[config.mk]
export PLATFORM = sky130hd
export DESIGN_NAME = hazard_scoreboard
export DESIGN_NICKNAME = d
export VERILOG_FILES = /design/src/rtl/hazard_pkg.sv /design/src/rtl/hazard_sb_entry.sv /design/src/rtl/hazard_scoreboard.sv
export SDC_FILE = /design/constraint.sdc
export NUM_CORES = 1
export LEC_CHECK = 0
export BUFFER_PORTS_ARGS = -buffer_cell sky130_fd_sc_hd__buf_4
export CORE_AREA = 2 2 122 124
export CTS_CLUSTER_DIAMETER = 100
export DETAILED_ROUTE_END_ITERATION = 16
export DIE_AREA = 0 0 124 126
export PLACE_DENSITY = 0.8
export SYNTH_ARGS = -nofsm -noshare
export SYNTH_HDL_FRONTEND = slang
export SYNTH_SLANG_ARGS = --single-unit
[constraint.sdc]
create_clock -name clk -period 6 [get_ports clk]
set_input_delay 1.2 -clock clk [delete_from_list [all_inputs] [get_ports clk]]
set_output_delay 1.2 -clock clk [all_outputs]
set_load 0.01 [all_outputs]
[src/rtl/hazard_pkg.sv]
// hazard_pkg: shared types and constants for the ID-stage hazard scoreboard.
//   - REG_ADDR_W_DEF : default register-specifier width
//   - lat_class_e    : producer latency class (ALU, load, multiply)
//   - NEED_BRANCH / NEED_NORMAL : counter value at/above which a source is busy
//   - lat_class()/lat_cycles() : classify a producer and map it to a latency
package hazard_pkg;

    localparam int unsigned REG_ADDR_W_DEF = 5;

    typedef enum logic [1:0] {
        LAT_ALU  = 2'd0,
        LAT_LOAD = 2'd1,
        LAT_MUL  = 2'd2
    } lat_class_e;

    // Branches compare in ID, so they need the value one cycle earlier than EX.
    localparam int unsigned NEED_BRANCH = 1;
    localparam int unsigned NEED_NORMAL = 2;

    // Multiply wins over load when both flags are set.
    function automatic lat_class_e lat_class(input logic memread, input logic mul);
        lat_class_e cls;
        cls = LAT_ALU;
        if (mul) begin
            cls = LAT_MUL;
        end else if (memread) begin
            cls = LAT_LOAD;
        end
        return cls;
    endfunction

    function automatic int unsigned lat_cycles(input lat_class_e cls,
                                               input int unsigned alu_lat,
                                               input int unsigned load_lat,
                                               input int unsigned mul_lat);
        int unsigned lat;
        lat = alu_lat;
        case (cls)
            LAT_LOAD: lat = load_lat;
            LAT_MUL:  lat = mul_lat;
            default:  lat = alu_lat;
        endcase
        return lat;
    endfunction

endpackage

[src/rtl/hazard_sb_entry.sv]
// hazard_sb_entry: one scoreboard countdown counter.
//   clk, rst  : clock, asynchronous active-high reset (clears the counter)
//   i_load    : write a new producer latency this cycle (wins over decrement)
//   i_val     : latency value to load
//   o_cnt     : cycles remaining until the register's value is forwardable
module hazard_sb_entry #(
    parameter int unsigned CW = 3
) (
    input  logic          clk,
    input  logic          rst,
    input  logic          i_load,
    input  logic [CW-1:0] i_val,
    output logic [CW-1:0] o_cnt
);

    logic [CW-1:0] r_cnt;

    // Load overrides; otherwise count down and hold at zero.
    always_ff @(posedge clk or posedge rst) begin
        if (rst) begin
            r_cnt <= '0;
        end else if (i_load) begin
            r_cnt <= i_val;
        end else if (r_cnt != '0) begin
            r_cnt <= r_cnt - CW'(1);
        end
    end

    assign o_cnt = r_cnt;

endmodule

[src/rtl/hazard_scoreboard.sv]
// hazard_scoreboard: ID-stage issue/stall decision from a per-register
// countdown scoreboard supporting ALU, load and multi-cycle multiply producers.
//   clk, rst             : clock, asynchronous active-high reset
//   id_valid             : ID holds a real instruction
//   id_rs/id_rt          : source specifiers, qualified by id_use_rs/id_use_rt
//   id_branch            : operands needed in ID (beq/bne)
//   id_regwrite/id_dst   : instruction writes id_dst
//   id_memread/id_mul    : producer latency class (mul has priority)
//   stall/id_bubble      : freeze PC and IF/ID, zero ID/EX controls (combinational)
//   issue                : id_valid & ~stall (combinational)
//   stall_cnt            : stall-cycle counter, only with HAZARD_PERF_EN defined
module hazard_scoreboard
    import hazard_pkg::*;
#(
    parameter int unsigned REG_ADDR_W = REG_ADDR_W_DEF,
    parameter int unsigned ALU_LAT    = 1,
    parameter int unsigned LOAD_LAT   = 2,
    parameter int unsigned MUL_LAT    = 4
) (
    input  logic                  clk,
    input  logic                  rst,
    input  logic                  id_valid,
    input  logic [REG_ADDR_W-1:0] id_rs,
    input  logic [REG_ADDR_W-1:0] id_rt,
    input  logic                  id_use_rs,
    input  logic                  id_use_rt,
    input  logic                  id_branch,
    input  logic                  id_regwrite,
    input  logic [REG_ADDR_W-1:0] id_dst,
    input  logic                  id_memread,
    input  logic                  id_mul,
    output logic                  stall,
    output logic                  id_bubble,
    output logic                  issue
`ifdef HAZARD_PERF_EN
    ,
    output logic [31:0]           stall_cnt
`endif
);

    localparam int unsigned NUM_REGS = 2 ** REG_ADDR_W;
    localparam int unsigned CW       = $clog2(MUL_LAT + 1);

    logic [CW-1:0] w_cnt [NUM_REGS];
    lat_class_e    w_cls;
    logic [CW-1:0] w_lat;
    logic [31:0]   w_need;
    logic          w_rs_busy;
    logic          w_rt_busy;
    logic          w_stall;
    logic          w_wr_en;

    // $zero is never tracked, so it can never create a hazard.
    assign w_cnt[0] = '0;

    assign w_cls  = lat_class(id_memread, id_mul);
    assign w_lat  = CW'(lat_cycles(w_cls, ALU_LAT, LOAD_LAT, MUL_LAT));
    assign w_need = id_branch ? NEED_BRANCH : NEED_NORMAL;

    // Read muxes and slack compare for both sources.
    assign w_rs_busy = id_use_rs & (32'(w_cnt[id_rs]) >= w_need);
    assign w_rt_busy = id_use_rt & (32'(w_cnt[id_rt]) >= w_need);

    assign w_stall   = id_valid & (w_rs_busy | w_rt_busy);
    assign stall     = w_stall;
    assign id_bubble = w_stall;
    assign issue     = id_valid & ~w_stall;

    // Only an issuing writer of a nonzero register updates the scoreboard.
    assign w_wr_en = id_valid & ~w_stall & id_regwrite & (id_dst != '0);

    for (genvar r = 1; r < NUM_REGS; r++) begin : g_entry
        hazard_sb_entry #(
            .CW(CW)
        ) u_entry (
            .clk   (clk),
            .rst   (rst),
            .i_load(w_wr_en && (id_dst == REG_ADDR_W'(r))),
            .i_val (w_lat),
            .o_cnt (w_cnt[r])
        );
    end

`ifdef HAZARD_PERF_EN
    logic [31:0] r_stall_cnt;

    // Free-running stall-cycle count, wraps modulo 2^32.
    always_ff @(posedge clk or posedge rst) begin
        if (rst) begin
            r_stall_cnt <= '0;
        end else if (w_stall) begin
            r_stall_cnt <= r_stall_cnt + 32'd1;
        end
    end

    assign stall_cnt = r_stall_cnt;
`endif

endmodule

# Word-level counts from Yosys, hierarchy flattened
# Cells that the tools add are included.
[word_totals] inputBits=24 elab_cells=275 memories=0 latchBits=0 romBits=0 output_inout_bits=3 ff_bits=93 ramBits=0
[op_classes] n_addsub=31 n_bitwise=10 multipliers=0 n_reduce_logical=94 eq_ne=33 div=0 n_mux=72 shift=0 order_cmp=4
[ops] operator="$mux 3" count=66
[ops] operator="$reduce_bool 3->1" count=31
[ops] operator="$sub 3x1->3 const B" count=31
[ops] operator="$eq 5x5->1 const B" count=16
[ops] operator="$reduce_bool 2->1" count=31
[ops] operator="$eq 5x4->1 const B" count=8
[ops] operator="$logic_and 1x1->1" count=31
[ops] operator="$bmux 3 s5" count=2
[ops] operator="$eq 5x3->1 const B" count=4
[ops] operator="$ge 6x6->1 const B" count=2
[ops] operator="$not 5->6" count=2
[ops] operator="$eq 5x2->1 const B" count=2
[ops] operator="$and 1x1->1" count=6
[ops] operator="$ge 3x2->1" count=2
[ops] operator="$pmux 3 s2" count=1
[ops] operator="$eq 5x1->1 const B" count=1
[ops] operator="$reduce_bool 5->1" count=1
[ops] operator="$mux 2" count=2
[ops] operator="$eq 2x1->1 const B" count=1
[ops] operator="$eq 2x2->1 const B" count=1
[ops] operator="$mux 1" count=1
[ops] operator="$not 1->1" count=1
[ops] operator="$or 1x1->1" count=1

# Logic depth before layout (Yosys ltp)
[depth] word_depth=14 ltp_mapped=16 depth_no_buf=12

# By module
# From an unflattened synthesis, not the netlist that was laid out.
[hier_totals] hier_cells=864 area_unflattened_um2=8466.9
[by_module_without_submodules] module="hazard_sb_entry" cells_each=21 seq_area_each_um2=75.1 area_per_inst_um2=200.2 n_inst=31
[by_module_without_submodules] module="hazard_scoreboard" cells_each=213 seq_area_each_um2=0.0 area_per_inst_um2=2260.9 n_inst=1

# Least setup slack after synthesis
# OpenSTA, ideal clock, no wires.
[synth_path] path_type="in2out" from="input port id_rt[0]" to="output port stall" stages=14 required_ps=4800 n_path_buf=5 path_slack_ps=99 arrival_ps=4701 path_cell_list="buf_2 buf_2 buf_2 mux4_2 mux4_2 mux2i_1 ha_1 nand2b_1 a211o_1 o31a_1 o211ai_2 buf_4 a21boi_0 buf_4"
[synth_between] elab_chain_len=8
[synth_lines] element="start: declaration" line="hazard_scoreboard.sv:24" rtl="input logic [REG_ADDR_W-1:0] id_rt,"
[synth_lines] element="$not 5->6 (not written as such)" line="hazard_scoreboard.sv:62" rtl="assign w_rt_busy = id_use_rt & (32'(w_cnt[id_rt]) >= w_need);"
[synth_lines] element="$bmux 3 s5" line="hazard_scoreboard.sv:62"
[synth_lines] element="$mux 3 (not written as such) (2 in a row)" line="hazard_scoreboard.sv:62"
[synth_lines] element="$ge 3x2->1" line="hazard_scoreboard.sv:62"
[synth_lines] element="$and 1x1->1" line="hazard_scoreboard.sv:62"
[synth_lines] element="$or 1x1->1" line="hazard_scoreboard.sv:64" rtl="assign w_stall = id_valid & (w_rs_busy | w_rt_busy);"
[synth_lines] element="$and 1x1->1" line="hazard_scoreboard.sv:64"
[synth_lines] element="end: declaration" line="hazard_scoreboard.sv:32" rtl="output logic stall,"
# No other way between the ends. The select of a mux whose other input is x is not followed.

# Final worst setup path
# Ends and elaborated chain as after synthesis.

==> results.cfg <==
[outcome]
status = complete, no violations

[power_and_ir_drop]
pwr_density_cell_nw_per_um2 = 519
peakVddDrop_uv = 201
power_leakage_nw = 4.01

[worst_setup_path]
cpPeakStageDelay_ps = 580
cp_data_required_time_ps = 4800
startpoint = id_rt[0]
slowest_stage = mux4_2
crit_buf_inv = 2
crit_chain = buf_4 > mux4_2 > mux4_2 > mux2i_1 > ha_1 > nand2b_1 > a211o_1 > o31a_1 > o211ai_2 > a21boi_0 > buf_4
start_kind = input port
arrival_ps = 4250
end_kind = output port
worstReg2RegStart = g_entry[8].u_entry.o_cnt[0]
cp_max_fo = 25
cp_top_family = multiplexers
critPathKind = in2out

[sta]
fin_ws_ps = 545
report.final.hold_viol_count = 0
setup_violations = 0
fin_crit_ps = 5450
relSlewSlack_pct = 46.3
slew_viol_final = 0
setup_tns_ps = 0
rsz0062_at_grt = no
clock.fmax_ghz = 0.183
finalClockSkew_ps = 8.95
hold_ws_ps = 613
fin_crit_sh_pct = 90.9
tightest_slew_ps = 805

[route]
drt-initial-drc-count = 521
wl_per_cell_um = 21.2
ant_nets = 0
drc = 0
vias_per_cell = 6.33
drt_pass1_iterations = 5
vias = 5763
finalWirelength_mm = 19.3

[synth]
ys_ff_latch = 93
synth_warnings = 0
yosysTopAreaCell = dfrtp_1
syn_nets = 808
yosys.area.top_type_share_pct = 30.4
async_flop_share_pct = 100
synth.area.top_cells = dfrtp_1 (30%), mux4_2 (15%), ha_1 (11%), mux2i_1 (9.5%), mux2_2 (9.0%)
synth_edf_count = 0
yosysMostFrequentCell = dfrtp_1
ys_top_cells_by_count = dfrtp_1 (93), mux2i_1 (73), ha_1 (66), inv_1 (64), mux2_2 (61)
ys_types = 39
avgSynthCellArea_um2 = 10.7
ys_seq_area_share_pct = 30.4
synthesis.area_um2 = 7660
synth_ff_type = dfrtp_1
syn_inst = 718

[global_route]
grt_pass1_vias = 6273
track_usage_pct = 27.0
grt_max_degree = 52
antenna_found_initial = 0
grt_pass1_wl_mm = 31.8
overflow = 0

[cts]
ctsResizeCount = 0
clock-root-buffer = clkbuf_16
cts_buffers = 9
cts_setup_buffers = 0
clk_latency_ps = 360
ctsHoldBuffers = 0
clkTransAtPathRegs_ps = 70
cts_tree = done
htree_levels = 3
cts_sinks = 93
cts_buffer_depth = 2

[floorplan]
core_area_um2 = 14300
rows = 44
die_w_um = 124
ios = 27
start_util_pct = 53.5
fp.dieArea_um2 = 15600
die_h_um = 126

[layout]
final_util_pct = 57.8
design_area_um2 = 8270
largest_reg_flops = 93
fin_nets = 812
antennaDiodeCount = 0
drive_gt1_share_pct = 21.9
syn2layout_area_growth_pct = 7.88

[placement]
port-buffer-count = 26
routabilityCongestion = 0.903
dp_hpwl_mm = 14.6
post_dp_cell_area_um2 = 7940
place_ws_ps = 538

[min_path]
hp-start = g_entry[1].u_entry.o_cnt[0]
hold_class = reg2reg

[job]
max-cap-violations = 0
## worst paths after layout
| kind | end | cells after the start | slack (ps) |
|---|---|---|---|
| min in group asynchronous | g_entry[31].u_entry.o_cnt[0] | 2 | 950 |
| worst min register to register | g_entry[1].u_entry.o_cnt[0] | 2 | 610 |
| worst max register to register | g_entry[8].u_entry.o_cnt[2] | 11 | 2090 |
| worst max-delay path | stall | 11 | 550 |
| max in group asynchronous | g_entry[10].u_entry.o_cnt[1] | 3 | 3880 |
| worst min-delay path | g_entry[1].u_entry.o_cnt[0] | 2 | 610 |
## area by class of cell
cell class	instances	area [um^2]
clock inverter	4	70.1
fill	1182	6040
inverter	64	241
clock buffer	12	256
tap	184	230
timing repair buffer	29	218
sequential	93	2330
multi-input combinational	525	4930
## report_power, final
group          leakage, nW  switching, mW  internal [mW]
clock                0.163          0.246          0.387
sequential            1.09          0.474          0.979
combinational         2.76           1.01           1.20
total                 4.01           1.73           2.57
## worst min-delay path, cell delays in order, from the launching register on
cell and delay [ps]:
dfrtp_1 370, xnor2_1 130, mux2i_1 70
## through the flow
stage	std cells	total power [mW]
after floorplan	718	3.04
after global placement	895	3.38
after detailed placement	895	3.64
after CTS	911	4.29
after global routing	911	4.65
final	911	4.30
## kinds of logic after synthesis
logic type / share of synthesized area, %
adder cells (fa/ha/maj): 10.8
XOR/XNOR: 3.54
AO/OA/AOI/OAI: 3.97
buffers and inverters: 5.40
AND/OR/NAND/NOR: 12.8
multiplexers: 33.2
flip-flops: 30.4
## cells in the final DEF (no fill, tap or decap), types with 2 or more instances in the layout
master      n
xnor2_1    31
clkinv_2    3
nand2b_1   38
nand3_1    26
o21ai_0    35
bufinv_16   2
clkbuf_8    2
buf_4      29
mux4_2     50
nor4_1      5
nand4b_1    5
a22o_1      4
nand2_1    45
nor2_1     41
a22oi_1     4
clkbuf_16   9
ha_1       66
nor2b_1     9
and2_1      2
a21oi_1     2
dfrtp_1    93
nand4_1     5
nor3b_1     4
nor3_1      6
mux2_2     61
inv_1      63
mux2i_1    73
## routing by layer
layer	wire length (um)	up-vias	global-route usage, %
li1	-	2554	-
met1	7580	2884	33.4
met2	9510	252	44.6
met3	1360	73	5.66
met4	875	0	13.5
met5	0	-	0
(Power assumes the default switching activity.)
